`config.mk`:
```
export PLATFORM = sky130hd
export DESIGN_NAME = inv_mix_columns_seq
export DESIGN_NICKNAME = d
export VERILOG_FILES = /design/src/rtl/aes_pkg.sv /design/src/rtl/inv_mix_word.sv /design/src/rtl/inv_mix_columns_seq.sv
export SDC_FILE = /design/constraint.sdc
export NUM_CORES = 1
export LEC_CHECK = 0
export ABC_AREA = 1
export CAP_MARGIN = 0
export CORE_MARGIN = 2
export CORE_UTILIZATION = 56
export CTS_CLUSTER_DIAMETER = 100
export DETAILED_ROUTE_END_ITERATION = 10
export PLACE_DENSITY = 0.95
export SETUP_SLACK_MARGIN = 0.2
export SLEW_MARGIN = 10
export SYNTH_ARGS = -nofsm -noshare
export SYNTH_HDL_FRONTEND = slang
export SYNTH_SLANG_ARGS = --single-unit
```
`constraint.sdc`:
```
create_clock -name clk -period 7.7 [get_ports clk]
set_input_delay 1.54 -clock clk [delete_from_list [all_inputs] [get_ports clk]]
set_output_delay 1.54 -clock clk [all_outputs]
set_load 0.005 [all_outputs]
```
`src/rtl/aes_pkg.sv`:
```
// Shared AES types and GF(2^8) helpers for the column mixing datapath.
package aes_pkg;

    localparam logic [7:0] AES_POLY = 8'h1B;

    typedef logic [3:0][7:0]  aes_word_t;
    typedef logic [3:0][31:0] aes_state_t;

    typedef enum logic [1:0] {IDLE, BUSY, DONE} imc_state_e;

    // Multiply by x in GF(2^8), reduced modulo x^8+x^4+x^3+x+1.
    function automatic logic [7:0] gf_xtime(input logic [7:0] b);
        gf_xtime = {b[6:0], 1'b0} ^ (b[7] ? AES_POLY : 8'h00);
    endfunction

endpackage

```
`src/rtl/inv_mix_word.sv`:
```
// Combinational InvMixColumns on one 32-bit column (byte r at bits [8r+7:8r]).
module inv_mix_word
    import aes_pkg::*;
(
    input  logic [31:0] in_word,
    output logic [31:0] out_word
);

    aes_word_t a;
    aes_word_t b;
    aes_word_t x2, x4, x8;
    aes_word_t m9, m11, m13, m14;

    assign a        = in_word;
    assign out_word = b;

    always_comb begin
        for (int r = 0; r < 4; r++) begin
            x2[r]  = gf_xtime(a[r]);
            x4[r]  = gf_xtime(x2[r]);
            x8[r]  = gf_xtime(x4[r]);
            m9[r]  = x8[r] ^ a[r];
            m11[r] = x8[r] ^ x2[r] ^ a[r];
            m13[r] = x8[r] ^ x4[r] ^ a[r];
            m14[r] = x8[r] ^ x4[r] ^ x2[r];
        end
        // Each output row is the 14/11/13/9 coefficient row rotated by r.
        for (int r = 0; r < 4; r++) begin
            b[r] = m14[r] ^ m11[(r + 1) % 4] ^ m13[(r + 2) % 4] ^ m9[(r + 3) % 4];
        end
    end

endmodule

```
`src/rtl/inv_mix_columns_seq.sv`:
```
// Sequential InvMixColumns engine: LANES columns per cycle, valid/ready on both sides.
module inv_mix_columns_seq
    import aes_pkg::*;
#(
    parameter int LANES = 1
) (
    input  logic         clk,
    input  logic         rst,
    input  logic         in_valid,
    output logic         in_ready,
    input  logic [127:0] in_state,
    output logic         out_valid,
    input  logic         out_ready,
    output logic [127:0] out_state,
    output logic         busy
);

    localparam int ITERS = 4 / LANES;
    localparam int IDX_W = (ITERS > 1) ? $clog2(ITERS) : 1;

    if (LANES != 1 && LANES != 2 && LANES != 4) begin : g_bad_lanes
        $error("inv_mix_columns_seq: LANES must be 1, 2 or 4");
    end

    imc_state_e             state_q, state_d;
    aes_state_t             work_q, work_d;
    logic [IDX_W-1:0]       col_idx_q, col_idx_d;
    logic [LANES-1:0][31:0] lane_out;
    logic [1:0]             lane_col [LANES];

    for (genvar l = 0; l < LANES; l++) begin : g_lane
        assign lane_col[l] = 2'(int'(col_idx_q) * LANES + l);

        inv_mix_word u_word (
            .in_word  (work_q[lane_col[l]]),
            .out_word (lane_out[l])
        );
    end

    always_comb begin
        state_d   = state_q;
        work_d    = work_q;
        col_idx_d = col_idx_q;
        unique case (state_q)
            IDLE: begin
                if (in_valid) begin
                    work_d    = in_state;
                    col_idx_d = '0;
                    state_d   = BUSY;
                end
            end
            BUSY: begin
                for (int l = 0; l < LANES; l++) begin
                    work_d[lane_col[l]] = lane_out[l];
                end
                // Hold the index on the last group so it never wraps.
                if (col_idx_q == IDX_W'(ITERS - 1)) begin
                    state_d = DONE;
                end else begin
                    col_idx_d = col_idx_q + 1'b1;
                end
            end
            DONE: begin
                if (out_ready) begin
                    state_d = IDLE;
                end
            end
            default: state_d = IDLE;
        endcase
    end

    always_ff @(posedge clk or posedge rst) begin
        if (rst) begin
            state_q   <= IDLE;
            work_q    <= '0;
            col_idx_q <= '0;
        end else begin
            state_q   <= state_d;
            work_q    <= work_d;
            col_idx_q <= col_idx_d;
        end
    end

    assign in_ready  = (state_q == IDLE);
    assign out_valid = (state_q == DONE);
    assign busy      = (state_q != IDLE);
    assign out_state = work_q;

endmodule

```
---- Word-level counts from Yosys, hierarchy flattened ----
Cells that the tools add are included.
word-level totals
  register bits ........................... 132
  latch bits .............................. 0
  bits in writable memories ............... 0
  memory bits (read-only) ................. 0
  output and inout bits ................... 131
  word-level logic and storage cells ...... 97
  memories kept ........................... 0
cells by class
  add/sub/neg operators ................... 1
  $mul .................................... 0
  divide/modulo/power cells ............... 0
  magnitude comparators ................... 2
  equality and inequality tests ........... 7
  shift operators ......................... 0
  muxes and demuxes ....................... 26
  bitwise gates (word level) .............. 48
  reductions and logical operators ........ 7
operators with widths
  operator                                                                count
  8-bit bitwise XOR                                                       48
  128-bit one-hot mux with 2 select lines                                 1
  128-bit bitwise mux                                                     1
  128-bit 2-to-1 mux                                                      1
  32-bit binary-select mux with 2-bit select                              1
  32-bit demux with 2-bit select                                          1
  32-bit 2-to-1 mux                                                       2
  5-bit 2-to-1 mux                                                        12
  2-bit 2-to-1 mux                                                        5
  2-bit != test (second input constant)                                   3
  2-bit one-hot mux with 3 select lines                                   1
  3-bit AND reduction                                                     2
  2-bit equality test (second input constant)                             2
  2-bit one-hot mux with 2 select lines                                   1
  2-bit nonzero test                                                      2
  2-bit by 3-bit < comparator with 1-bit output (second input constant)   1
  2-bit by 1-bit adder with 2-bit output (second input constant)          1
  2-bit by 1-bit equality test with 1-bit output (second input constant)  1
  2-bit by 1-bit >= comparator with 1-bit output (second input constant)  1
  2-bit logical NOT                                                       1
  2-bit by 1-bit != test with 1-bit output (second input constant)        1
  2-bit AND reduction                                                     1
  1-bit logical AND                                                       1

---- Longest topological paths before layout ----
  word-level depth ........................ 15
  gate-level depth with buffers ........... 22
  mapped depth without buffers ............ 20

---- By module ----
From an unflattened synthesis, not the netlist that was laid out.
second synthesis, totals
  cell total of the unflattened synthesis .. 2011
  area, all modules ....................... 12070.3 µm²
modules (own cells, without submodules)
  module               instances  cells each  area each (µm²)
  inv_mix_columns_seq  1          1266        8242.9
  inv_mix_word         1          745         3827.4

---- Least setup slack after synthesis ----
No wires, ideal clock.
  path kind ............................... reg2out
  start point ............................. register state_q[0]
  end point ............................... output port busy
  arrival ................................. 1241 ps
  required time ........................... 6160 ps
  path slack .............................. 4919 ps
  stages on the path, launching flop included .. 5
  path buffers ............................ 2
  cells stage by stage .................... dfrtp_1 -> nor2_1 -> clkbuf_1 -> clkbuf_1 -> inv_1
between the ends
  word-level cells in the longest chain between the ends .. 1
ends and longest elaborated chain
  element                 line                       text
  from (decl)             inv_mix_columns_seq.sv:25  imc_state_e state_q, state_d;
  from (signal assigned)  inv_mix_columns_seq.sv:78  state_q <= state_d;
  2-bit nonzero test      inv_mix_columns_seq.sv:86  assign busy = (state_q != IDLE);
  to (decl)               inv_mix_columns_seq.sv:15  output logic busy
No other way between the ends.

---- Worst setup path after layout ----
  start point ............................. input port in_valid
  end point ............................... register work_q, in the netlist out_state[116]
between the ends
  word-level cells in the longest chain between the ends .. 2
ends and longest elaborated chain
  element                               line                       text
  from (decl)                           inv_mix_columns_seq.sv:9   input logic in_valid,
  2-bit != test (no source line)        -
  2-bit AND reduction (no source line)  -
  to (signal assigned)                  inv_mix_columns_seq.sv:79  work_q <= work_d;
  to (decl)                             inv_mix_columns_seq.sv:26  aes_state_t work_q, work_d;
No other way between the ends.
A chain may end at the register's enable or synchronous reset.

==> flow_metrics.tcl <==
set metrics [dict create \
    whs_path_depth 1 \
    clk-insertion-delay-late_ns 0.44 \
    drt_wl_total_um 49400 \
    dieArea_um2 22200 \
    finalCritPeriodShare_pct 54.1 \
    outcome "completed" \
    syn_to_final_growth_pct 28.0 \
    syn_inst 1903 \
    holdWs_ns 0.532 \
    reg2reg_slack_ns 3.62 \
    hpwl_um 36200 \
    grt_pass1_wl_um 74200 \
    yosysUniqueCellTypes 41 \
    yosysWarnings 0 \
    final_common_cell "nand2_1" \
    worstMarginPinSlew_ns 0.983 \
    drive_gt1_share_pct 7.67 \
    min_from "state_q[0]" \
    h-tree-depth 4 \
    avgSynthCellArea_um2 6.17 \
    whs_endpoint "state_q[1]" \
    period_minus_slack_ns 4.17 \
    cts_buffer_depth 2 \
    start_util_pct 57.5 \
    fp.coreArea_um2 20400 \
    cts_resized 0 \
    cts_tree "yes" \
    ff2ff_path_depth 16 \
    cp_top_family "buffers and inverters" \
    cp-start-kind "primary input" \
    synth_area_um2 11700 \
    cp_max_fo 50 \
    crit_path_top_delay_cell "clkdlybuf4s50_1" \
    rsz0062_at_grt "no" \
    final.setup.tns_ns 0 \
    arrival_ns 4.48 \
    vias 14248 \
    clock_skew_ns 0.0218 \
    hold_viol_final 0 \
    grt_max_degree 90 \
    grt_pass1_vias 13243 \
    gp_congestion 1.01 \
    slew_headroom_pct 34.4 \
    ys_seq_area_share_pct 28.1 \
    crit_type "primary input to flop" \
    fp-row-count 52 \
    post_drt_wl_per_cell_um 20.5 \
    path_cells "clkdlybuf4s50_1, nand2_1, nand2_2, buf_4, clkinv_1, a32o_1, inv_1, nand2_1" \
    grt_usage_pct 44.2 \
    fillers 1635 \
    post-cts-setup-buffers 0 \
    ys_ff_latch 132 \
    most-common-layout-cells "nand2_1 (857), clkdlybuf4s50_1 (262), nand3_1 (218)" \
    maxCapViolCount 0 \
    fmax_ghz 0.240 \
    numCtsBuffers 17 \
    hold_class "flop to flop" \
    r2r_start "col_idx_q[0]" \
    drv_slew 0 \
    hold_buffers 0 \
    port-buffer-count 262 \
    rr_endpoint "out_state[20]" \
    drc 0 \
    fin_util_pct 73.6 \
    grt_overflow_total 0 \
    pin_count 263 \
    crit_top_cell "nand2_1" \
    avgViaCountPerCell 5.92 \
    layout.nets 2260 \
    clock-sinks 132 \
    die_h_um 149 \
    synth_nets 2039 \
    setup_viol 0 \
    critPathRequiredTime_ns 8.01 \
    drtIter0Drc 1893 \
    die_x_um 149 \
    max_stage_delay_ns 0.97 \
    crit_buf_inv 4 \
    antenna_found_initial 2 \
    root_buffer "clkbuf_16" \
    final_antenna_net_count 0 \
    dr.pass1.iters 8 \
    end_kind "flop" \
    clkTransAtPathRegs_ns 0.07 \
]
==> cell families after synthesis <==
group | count (synthesis) | synth area share, %
AO/OA/AOI/OAI | 111 | 5.20
adder cells (fa/ha/maj) | 4 | 0.426
flip-flops | 132 | 28.1
XOR/XNOR | 135 | 11.1
buffers and inverters | 219 | 8.23
AND/OR/NAND/NOR | 1302 | 47.0
==> worst reg2reg max path: stages (launching register included) <==
cell	delay, ns
dfrtp_2	0.56
buf_4	0.68
nand2_1	0.18
nand3_1	0.14
nand2_1	0.42
inv_1	0.43
nand2_1	0.11
nand2_2	0.12
nand2_2	0.06
nand2_2	0.20
nand2_1	0.08
nand2_1	0.17
inv_1	0.06
nand2_1	0.08
nand3_1	0.31
nand3_1	0.27
nand2_1	0.08
==> how the worst max path moves through the flow <==
| stage | from | end | slack (ns) | cells past startpoint |
|---|---|---|---|---|
| floorplan | rst | col_idx_q[0] | 2.63 | 1 |
| global placement | in_valid | out_state[116] | 3.37 | 8 |
| detailed placement | in_valid | out_state[116] | 3.29 | 8 |
| CTS | in_valid | out_state[116] | 3.70 | 8 |
| global route | in_valid | out_state[116] | 3.49 | 8 |
| finish | in_valid | out_state[116] | 3.53 | 8 |
==> routing by layer <==
layer,track usage [%],part of all wire (%),vias up
met1,57.7,37,6558
li1,-,-,6375
met3,12.4,14,200
met5,0,0,-
met2,68.4,45,1115
met4,20.3,4.7,0
==> state kept, by name (all words and copies together) (netlist names) <==
register	flops
state_q	2
col_idx_q	2
out_state	128
==> metrics by stage <==
step                      instances  setup WS (ns)  area [um^2]
final                          2408           3.53        15000
after global routing           2408           3.49        15000
after CTS                      2407           3.70        15000
after detailed placement       2375           3.29        14400
after global placement         2375           3.37        14400
after floorplan                1903           2.63        11700
==> final cells by class <==
cell class,instances,area (um^2),area share [%]
Inverter,146,562,3.74
Clock inverter,14,190,1.26
Clock buffer,18,429,2.85
Tap cell,270,338,2.25
Sequential cell,132,3300,22.0
Multi-Input combinational cell,1552,7490,49.8
Antenna cell,1,2.50,0.0166
Timing Repair Buffer,275,2720,18.1
==> Yosys cell counts (all sizes together) <==
cell,number,area (um^2)
nand2,932,3730
nand3,228,1190
o211ai,2,15.0
dfrtp,132,3300
a32o,4,40.0
clkinv,2,7.51
ha,4,50.1
buf,39,282
nor2,123,464
a21oi,74,370
clkbuf,34,128
or2,8,50.1
xnor2,37,373
a31oi,20,125
nand3b,6,45.0
nand4,3,18.8
a21o,1,7.51
and2,2,15.0
inv,144,551
o31ai,1,7.51
o21ai,9,45.0
xor2,98,926
Power is left out: the tool's default activity adds up to more than one toggle a clock period on the data nets, which glitch-free logic cannot reach.
